==> src/rtl/gcd_operand_sequencer.sv <==
// Pairs consecutive input words into (A,B) operands for the GCD coprocessor and
// throttles issue on in-flight results. Optional GCD_SORT_EN orders the pair so A >= B.
module gcd_operand_sequencer #(
  parameter int W               = 32,
  parameter int MAX_OUTSTANDING = 4,
  parameter int CNT_W           = 16
) (
  input  logic             clk,
  input  logic             reset,
  input  logic             in_val,
  output logic             in_rdy,
  input  logic [W-1:0]     in_bits,
  output logic             operands_val,
  input  logic             operands_rdy,
  output logic [W-1:0]     operands_bits_A,
  output logic [W-1:0]     operands_bits_B,
  input  logic             mon_result_val,
  input  logic             mon_result_rdy,
  output logic [7:0]       outstanding,
  output logic [CNT_W-1:0] issued_count,
  output logic             underflow_err
);

  typedef enum logic [1:0] {GET_A, GET_B, ISSUE} state_t;

  localparam logic [7:0] MAX_O = 8'(MAX_OUTSTANDING);

  state_t           state_q, state_d;
  logic [W-1:0]     a_q, a_d, b_q, b_d;
  logic [7:0]       out_q, out_d;
  logic [CNT_W-1:0] cnt_q, cnt_d;
  logic             err_q, err_d;
  logic             in_fire, iss, ret;

  // Handshake qualifiers come only from registered state.
  assign in_rdy       = (state_q == GET_A) || (state_q == GET_B);
  assign operands_val = (state_q == ISSUE) && (out_q < MAX_O);
  assign in_fire      = in_val && in_rdy;
  assign iss          = operands_val && operands_rdy;
  assign ret          = mon_result_val && mon_result_rdy;

  always_comb begin
    state_d = state_q;
    a_d     = a_q;
    b_d     = b_q;
    case (state_q)
      GET_A: if (in_fire) begin
        a_d     = in_bits;
        state_d = GET_B;
      end
      GET_B: if (in_fire) begin
`ifdef GCD_SORT_EN
        if (in_bits > a_q) begin
          a_d = in_bits;
          b_d = a_q;
        end else begin
          b_d = in_bits;
        end
`else
        b_d = in_bits;
`endif
        state_d = ISSUE;
      end
      ISSUE: if (iss) state_d = GET_A;
      default: state_d = GET_A;
    endcase
  end

  // A simultaneous issue and return cancel, including at zero outstanding.
  always_comb begin
    out_d = out_q;
    err_d = err_q;
    cnt_d = cnt_q;
    if (iss) cnt_d = cnt_q + CNT_W'(1);
    case ({iss, ret})
      2'b10: out_d = out_q + 8'd1;
      2'b01: begin
        if (out_q == 8'd0) err_d = 1'b1;
        else               out_d = out_q - 8'd1;
      end
      default: out_d = out_q;
    endcase
  end

  always_ff @(posedge clk or negedge reset) begin
    if (!reset) begin
      state_q <= GET_A;
      a_q     <= '0;
      b_q     <= '0;
      out_q   <= '0;
      cnt_q   <= '0;
      err_q   <= 1'b0;
    end else begin
      state_q <= state_d;
      a_q     <= a_d;
      b_q     <= b_d;
      out_q   <= out_d;
      cnt_q   <= cnt_d;
      err_q   <= err_d;
    end
  end

  assign operands_bits_A = a_q;
  assign operands_bits_B = b_q;
  assign outstanding     = out_q;
  assign issued_count    = cnt_q;
  assign underflow_err   = err_q;

endmodule

==> config.mk <==
export PLATFORM = sky130hd
export DESIGN_NAME = gcd_operand_sequencer
export DESIGN_NICKNAME = d
export VERILOG_FILES = /design/src/rtl/gcd_operand_sequencer.sv
export SDC_FILE = /design/constraint.sdc
export NUM_CORES = 1
export LEC_CHECK = 0
export BUFFER_PORTS_ARGS = -buffer_cell sky130_fd_sc_hd__clkbuf_2
export CORE_ASPECT_RATIO = 0.75
export CORE_MARGIN = 8
export CORE_UTILIZATION = 54
export DETAILED_ROUTE_END_ITERATION = 12
export MAX_ROUTING_LAYER = met4
export PLACE_DENSITY = 0.85
export SLEW_MARGIN = 0
export SYNTH_ARGS = -nofsm -noshare
export SYNTH_HDL_FRONTEND = slang
export SYNTH_SLANG_ARGS = --single-unit
==> constraint.sdc <==
create_clock -name clk -period 8.4 [get_ports clk]
set_input_delay 1.68 -clock clk [delete_from_list [all_inputs] [get_ports clk]]
set_output_delay 1.68 -clock clk [all_outputs]
set_load 0.005 [all_outputs]
Word level (Yosys, flattened, before mapping)
Cells that the tools add are included.
Operators by class
  equality and inequality tests: 8
  multipliers: 0
  divide/modulo/power cells: 0
  mux-type cells: 6
  bitwise gates (word level): 0
  magnitude comparators: 1
  shifts and indexed selects: 0
  add/subtract/negate cells: 3
  reductions and logical operators: 13
Operator list (number)
  adder 16 x 1 -> 16 bit (second input constant): 1
  case mux 8 bit (2 select lines): 1
  adder 8 x 1 -> 8 bit (second input constant): 1
  logical NOT 8 bit: 1
  < comparator 8 x 3 -> 1 bit (second input constant): 1
  two-way mux 8 bit: 1
  inequality test 2 bit (second input constant): 4
  AND reduction 2 bit: 4
  subtractor 8 x 1 -> 8 bit (second input constant): 1
  two-way mux 2 bit: 3
  case mux 2 bit (3 select lines): 1
  == test 2 x 1 -> 1 bit (second input constant): 2
  == test 2 bit (second input constant): 2
  logical AND 1 bit: 4
  AND reduction 3 bit: 1
  logical NOT 2 bit: 1
  nonzero test 2 bit: 1
  logical OR 1 bit: 1
Word-level totals
  register bits after elaboration: 91
  output and inout port bits: 91
  logic and storage cells: 37
  ROM bits: 0
  RAM bits: 0
  input port bits: 38
  bits in latches: 0
  memories kept: 0

Depth between registers and ports, before layout
  word-level depth: 6
  mapped depth: 12
  gate-level depth less buffers: 10

Worst setup path before layout
Ideal clock, no wire load.
  kind: input to register
  from: in operands_rdy
  to: reg out_q[7], in the netlist outstanding[7]
  path slack: 4.539 ns
  arrival time: 3.781 ns
  cell stages on the path: 11
  library setup time: 0.080 ns
  cell sequence: nand3b_1 or4_1 buf_2 nand3_1 inv_1 ha_1 a21o_1 a31o_2 a21oi_1 mux2i_1 xnor2_1
Between the ends
  longest elaborated chain between the ends: 4
  elaborated cells on any way between the ends: 7
  those cells by class: eq/ne (3); mux (1); reduce/logical (3)
RTL lines
  start, declared: RTL line 14  | input logic operands_rdy,
  logical AND 1 bit *: RTL line 39  | assign iss = operands_val && operands_rdy;
  == test 2 x 1 -> 1 bit / == test 2 bit (equally long branches): RTL line 75  | case ({iss, ret})
  inequality test 2 bit (no source line) / nonzero test 2 bit (equally long branches)
  AND reduction 2 bit (no source line)
  end signal, assigned: RTL line 97  | out_q <= out_d;
  end, declared: RTL line 30  | logic [7:0] out_q, out_d;
Mark *: on every way between the ends. The rest lies on a longest branch, timed or not.
A chain may end at the register's enable or synchronous reset.

Worst setup path in the final report
Ends and elaborated chain as after synthesis.

==> results.py <==
metrics = {
    "run_status": {
        "outcome": "finished, final reports clean",
    },
    "timing": {
        "fin_skew_ns": 0.00735,
        "hold_viol_final": 0,
        "slew_violations": 0,
        "whs_ns": 0.476,
        "worst_pin_slew_ns": 1.11,
        "min_period_ns": 3.78,
        "tns_ns": 0,
        "fin_crit_sh_pct": 45.0,
        "rsz0062_at_grt": "false",
        "max_slew_margin_pct": 26.1,
        "setup_viol": 0,
        "fmax_mhz": 265,
    },
    "finish": {
        "antenna_cells": 0,
        "fillers": 495,
        "nets": 451,
        "final_cell_mix": "clkbuf_2, dfrtp_1, mux2_2, nand2_1, xnor2_1",
        "layout_commonest_cell": "clkbuf_2",
        "drive_gt1_share_pct": 52.9,
        "syn2layout_area_growth_pct": 23.9,
    },
    "logic_synthesis": {
        "syn_nets": 320,
        "yosysSeqAreaShare_pct": 60.0,
        "synth_cells": 274,
        "ys_types": 37,
        "syn_area_sq_um": 3800,
        "ys_ff_latch": 91,
        "yosysWarningCount": 0,
        "avgSynthCellArea_sq_um": 13.9,
    },
    "critical_path": {
        "start_kind": "input pin",
        "crit_type": "input pin to register",
        "crit_path_cell_trace": "clkbuf_2 > nand3b_1 > or4_1 > nand3_1 > inv_1 > ha_1 > a21o_1 > a31o_2 > a21oi_1 > mux2i_1 > xnor2_1",
        "required_ns": 8.67,
        "crit_path_end_kind": "register",
        "arrival_ns": 4.05,
        "cp_max_fo": 6,
        "r2r_slack_ns": 5.10,
        "cpPeakStageDelay_ns": 0.54,
        "crit_slowest_cell": "or4_1",
    },
    "die": {
        "row_count": 26,
        "core_sq_um": 6800,
        "initial_utilization_pct": 55.8,
        "fp.dieH_um": 88.6,
        "die_w_um": 113,
        "io_pins": 129,
        "die-area_sq_um": 10000,
    },
    "placement": {
        "portBuffers": 128,
        "dpl.hpwl_um": 6500,
        "gp_congestion": 0.756,
    },
    "pwr": {
        "p_sw_w": 0.000538,
        "share_comb_of_total_power_pct": 37.1,
        "clock_power_share_pct": 16.7,
        "internal-power_w": 0.00108,
        "p_seq_share_pct": 46.2,
        "power_density_nw_per_um2": 345,
        "p_total_w": 0.00162,
        "peakVddDrop_v": 0.000194,
        "p_leak_nw": 2.36,
        "switching_share_pct": 33.2,
    },
    "route": {
        "wire_per_inst_um": 17.2,
        "drtIter0Drc": 118,
        "vias": 2607,
        "drt_pass1_iterations": 4,
        "drt.antenna.violating_nets": 0,
        "wl_um": 8520,
        "drc": 0,
        "vias_per_cell": 5.28,
    },
    "cts": {
        "cts.clk_slew.worst_paths_ns": 0.08,
        "cts.sinks": 91,
        "cts_tree": "done",
        "post_cts_buffers": 0,
        "clk-insertion-delay-late_ns": 0.35,
        "clock-root-buffer": "clkbuf_8",
        "cts_resized": 0,
        "cts_hold_buffers": 0,
        "htree_levels": 3,
        "cts_buffers": 9,
        "clk_path_buf_depth": 2,
    },
    "global_route": {
        "grt-ovfl-total": 0,
        "antenna_found_initial": 0,
        "grt_use_total_pct": 18.3,
        "grt_pass1_vias": 2769,
        "grt_pass1_wl_um": 13900,
        "grt_max_degree": 92,
    },
    "run": {
        "drv_cap": 0,
    },
    "worst_hold_path": {
        "worstHoldPathType": "register to register",
    },
}
[worst max-delay path: cells and delay by family]
kind / cells / cell delay, ns
simple gates: 3 / 0.85
compound gates: 3 / 0.59
fa+ha+maj: 1 / 0.36
mux: 1 / 0.23
buf+inv: 2 / 0.22
xor+xnor: 1 / 0.13
[final timing paths]
| path | start | endpoint | depth (start not counted) |
|---|---|---|---|
| worst max-delay path | operands_rdy | outstanding[7]$_DFFE_PN0P_ | 11 |
| worst min-delay path | underflow_err$_DFFE_PN0P_ | underflow_err$_DFFE_PN0P_ | 1 |
| worst max register to register | outstanding[7]$_DFFE_PN0P_ | outstanding[7]$_DFFE_PN0P_ | 10 |
| worst min register to register | underflow_err$_DFFE_PN0P_ | underflow_err$_DFFE_PN0P_ | 1 |
| max in group asynchronous | reset | outstanding[2]$_DFFE_PN0P_ | 1 |
| min in group asynchronous | reset | issued_count[12]$_DFFE_PN0P_ | 1 |
[metal layers]
metal / up-vias / routed length [um] / part of all wire, % / GRT usage [%]
li1: 1235 / - / - / -
met3: 8 / 605 / 7.1 / 6.61
met1: 1272 / 3750 / 44 / 20.7
met5: - / 0 / 0 / -
met4: 0 / 74 / 0.87 / 4.88
met2: 92 / 4090 / 48 / 30.4
[flip-flops by register name, summed over array words and instances, names as in the netlist]
signal	cells
outstanding	8
state_q	2
underflow_err	1
operands_bits_A	32
issued_count	16
operands_bits_B	32
[cells in the mapped netlist (all sizes together)]
| library cell | instances | area, sq um |
|---|---|---|
| dfrtp | 91 | 2280 |
| mux2 | 65 | 736 |
| nand2 | 18 | 67.6 |
| xnor2 | 16 | 140 |
| clkbuf | 7 | 26.3 |
| ha | 7 | 87.6 |
| nor2 | 7 | 26.3 |
| inv | 6 | 22.5 |
| and3 | 5 | 31.3 |
| nand3 | 5 | 25.0 |
| o21ai | 5 | 25.0 |
| xor2 | 5 | 43.8 |
| a21oi | 4 | 20.0 |
| nand4 | 3 | 18.8 |
| o31ai | 3 | 22.5 |
| a21o | 2 | 15.0 |
| a31o | 2 | 17.5 |
| and4 | 2 | 17.5 |
| buf | 2 | 16.3 |
| mux2i | 2 | 20.0 |
| nor3 | 2 | 10.0 |
| nor3b | 2 | 15.0 |
| o21a | 2 | 15.0 |
| or4 | 2 | 18.8 |
| a2111oi | 1 | 8.76 |
| a211oi | 1 | 7.51 |
| a31oi | 1 | 6.26 |
| and2 | 1 | 6.26 |
| fa | 1 | 20.0 |
| nand2b | 1 | 6.26 |
| nand3b | 1 | 7.51 |
| nor4 | 1 | 12.5 |
| or2 | 1 | 6.26 |
[logic make-up (layout without fill, tap and decap cells)]
logic type	Yosys count	in the layout	synth area share [%]
flip-flops	91	91	60.0
multiplexers	67	67	19.9
AND/OR/NAND/NOR	51	51	7.09
AO/OA/AOI/OAI	21	21	3.63
XOR/XNOR	21	21	4.84
buffers and inverters	15	151	1.71
adder cells (fa/ha/maj)	8	8	2.83
[layout make-up]
type | instances | area, sq um | area share, %
Clock buffer | 10 | 138 | 2.93
Inverter | 6 | 22.5 | 0.479
Timing Repair Buffer | 129 | 651 | 13.8
Sequential cell | 91 | 2280 | 48.4
Multi-Input combinational cell | 168 | 1460 | 31.1
Clock inverter | 6 | 47.5 | 1.01
Tap cell | 84 | 105 | 2.23
[power groups by stage]
stage | clock (W) | combinational (W) | sequential [W]
2_1_floorplan | 0 | 0.000320 | 0.000750
3_3_place_gp | 0 | 0.000596 | 0.000747
3_5_place_dp | 0 | 0.000615 | 0.000760
4_1_cts | 0.000282 | 0.000616 | 0.000751
5_1_grt | 0.000298 | 0.000662 | 0.000775
6_report | 0.000270 | 0.000602 | 0.000750
[metrics by stage]
stage	util, %	area, sq um	worst slack [ns]	instances
finish	69.2	4700	4.62	494
global route	69.2	4700	4.46	494
CTS	69.2	4700	4.64	494
detailed placement	66.5	4520	4.26	478
global placement	66.5	4520	4.34	478
floorplan	-	3800	4.54	274
No activity file was read; power rests on OpenSTA's default activity.
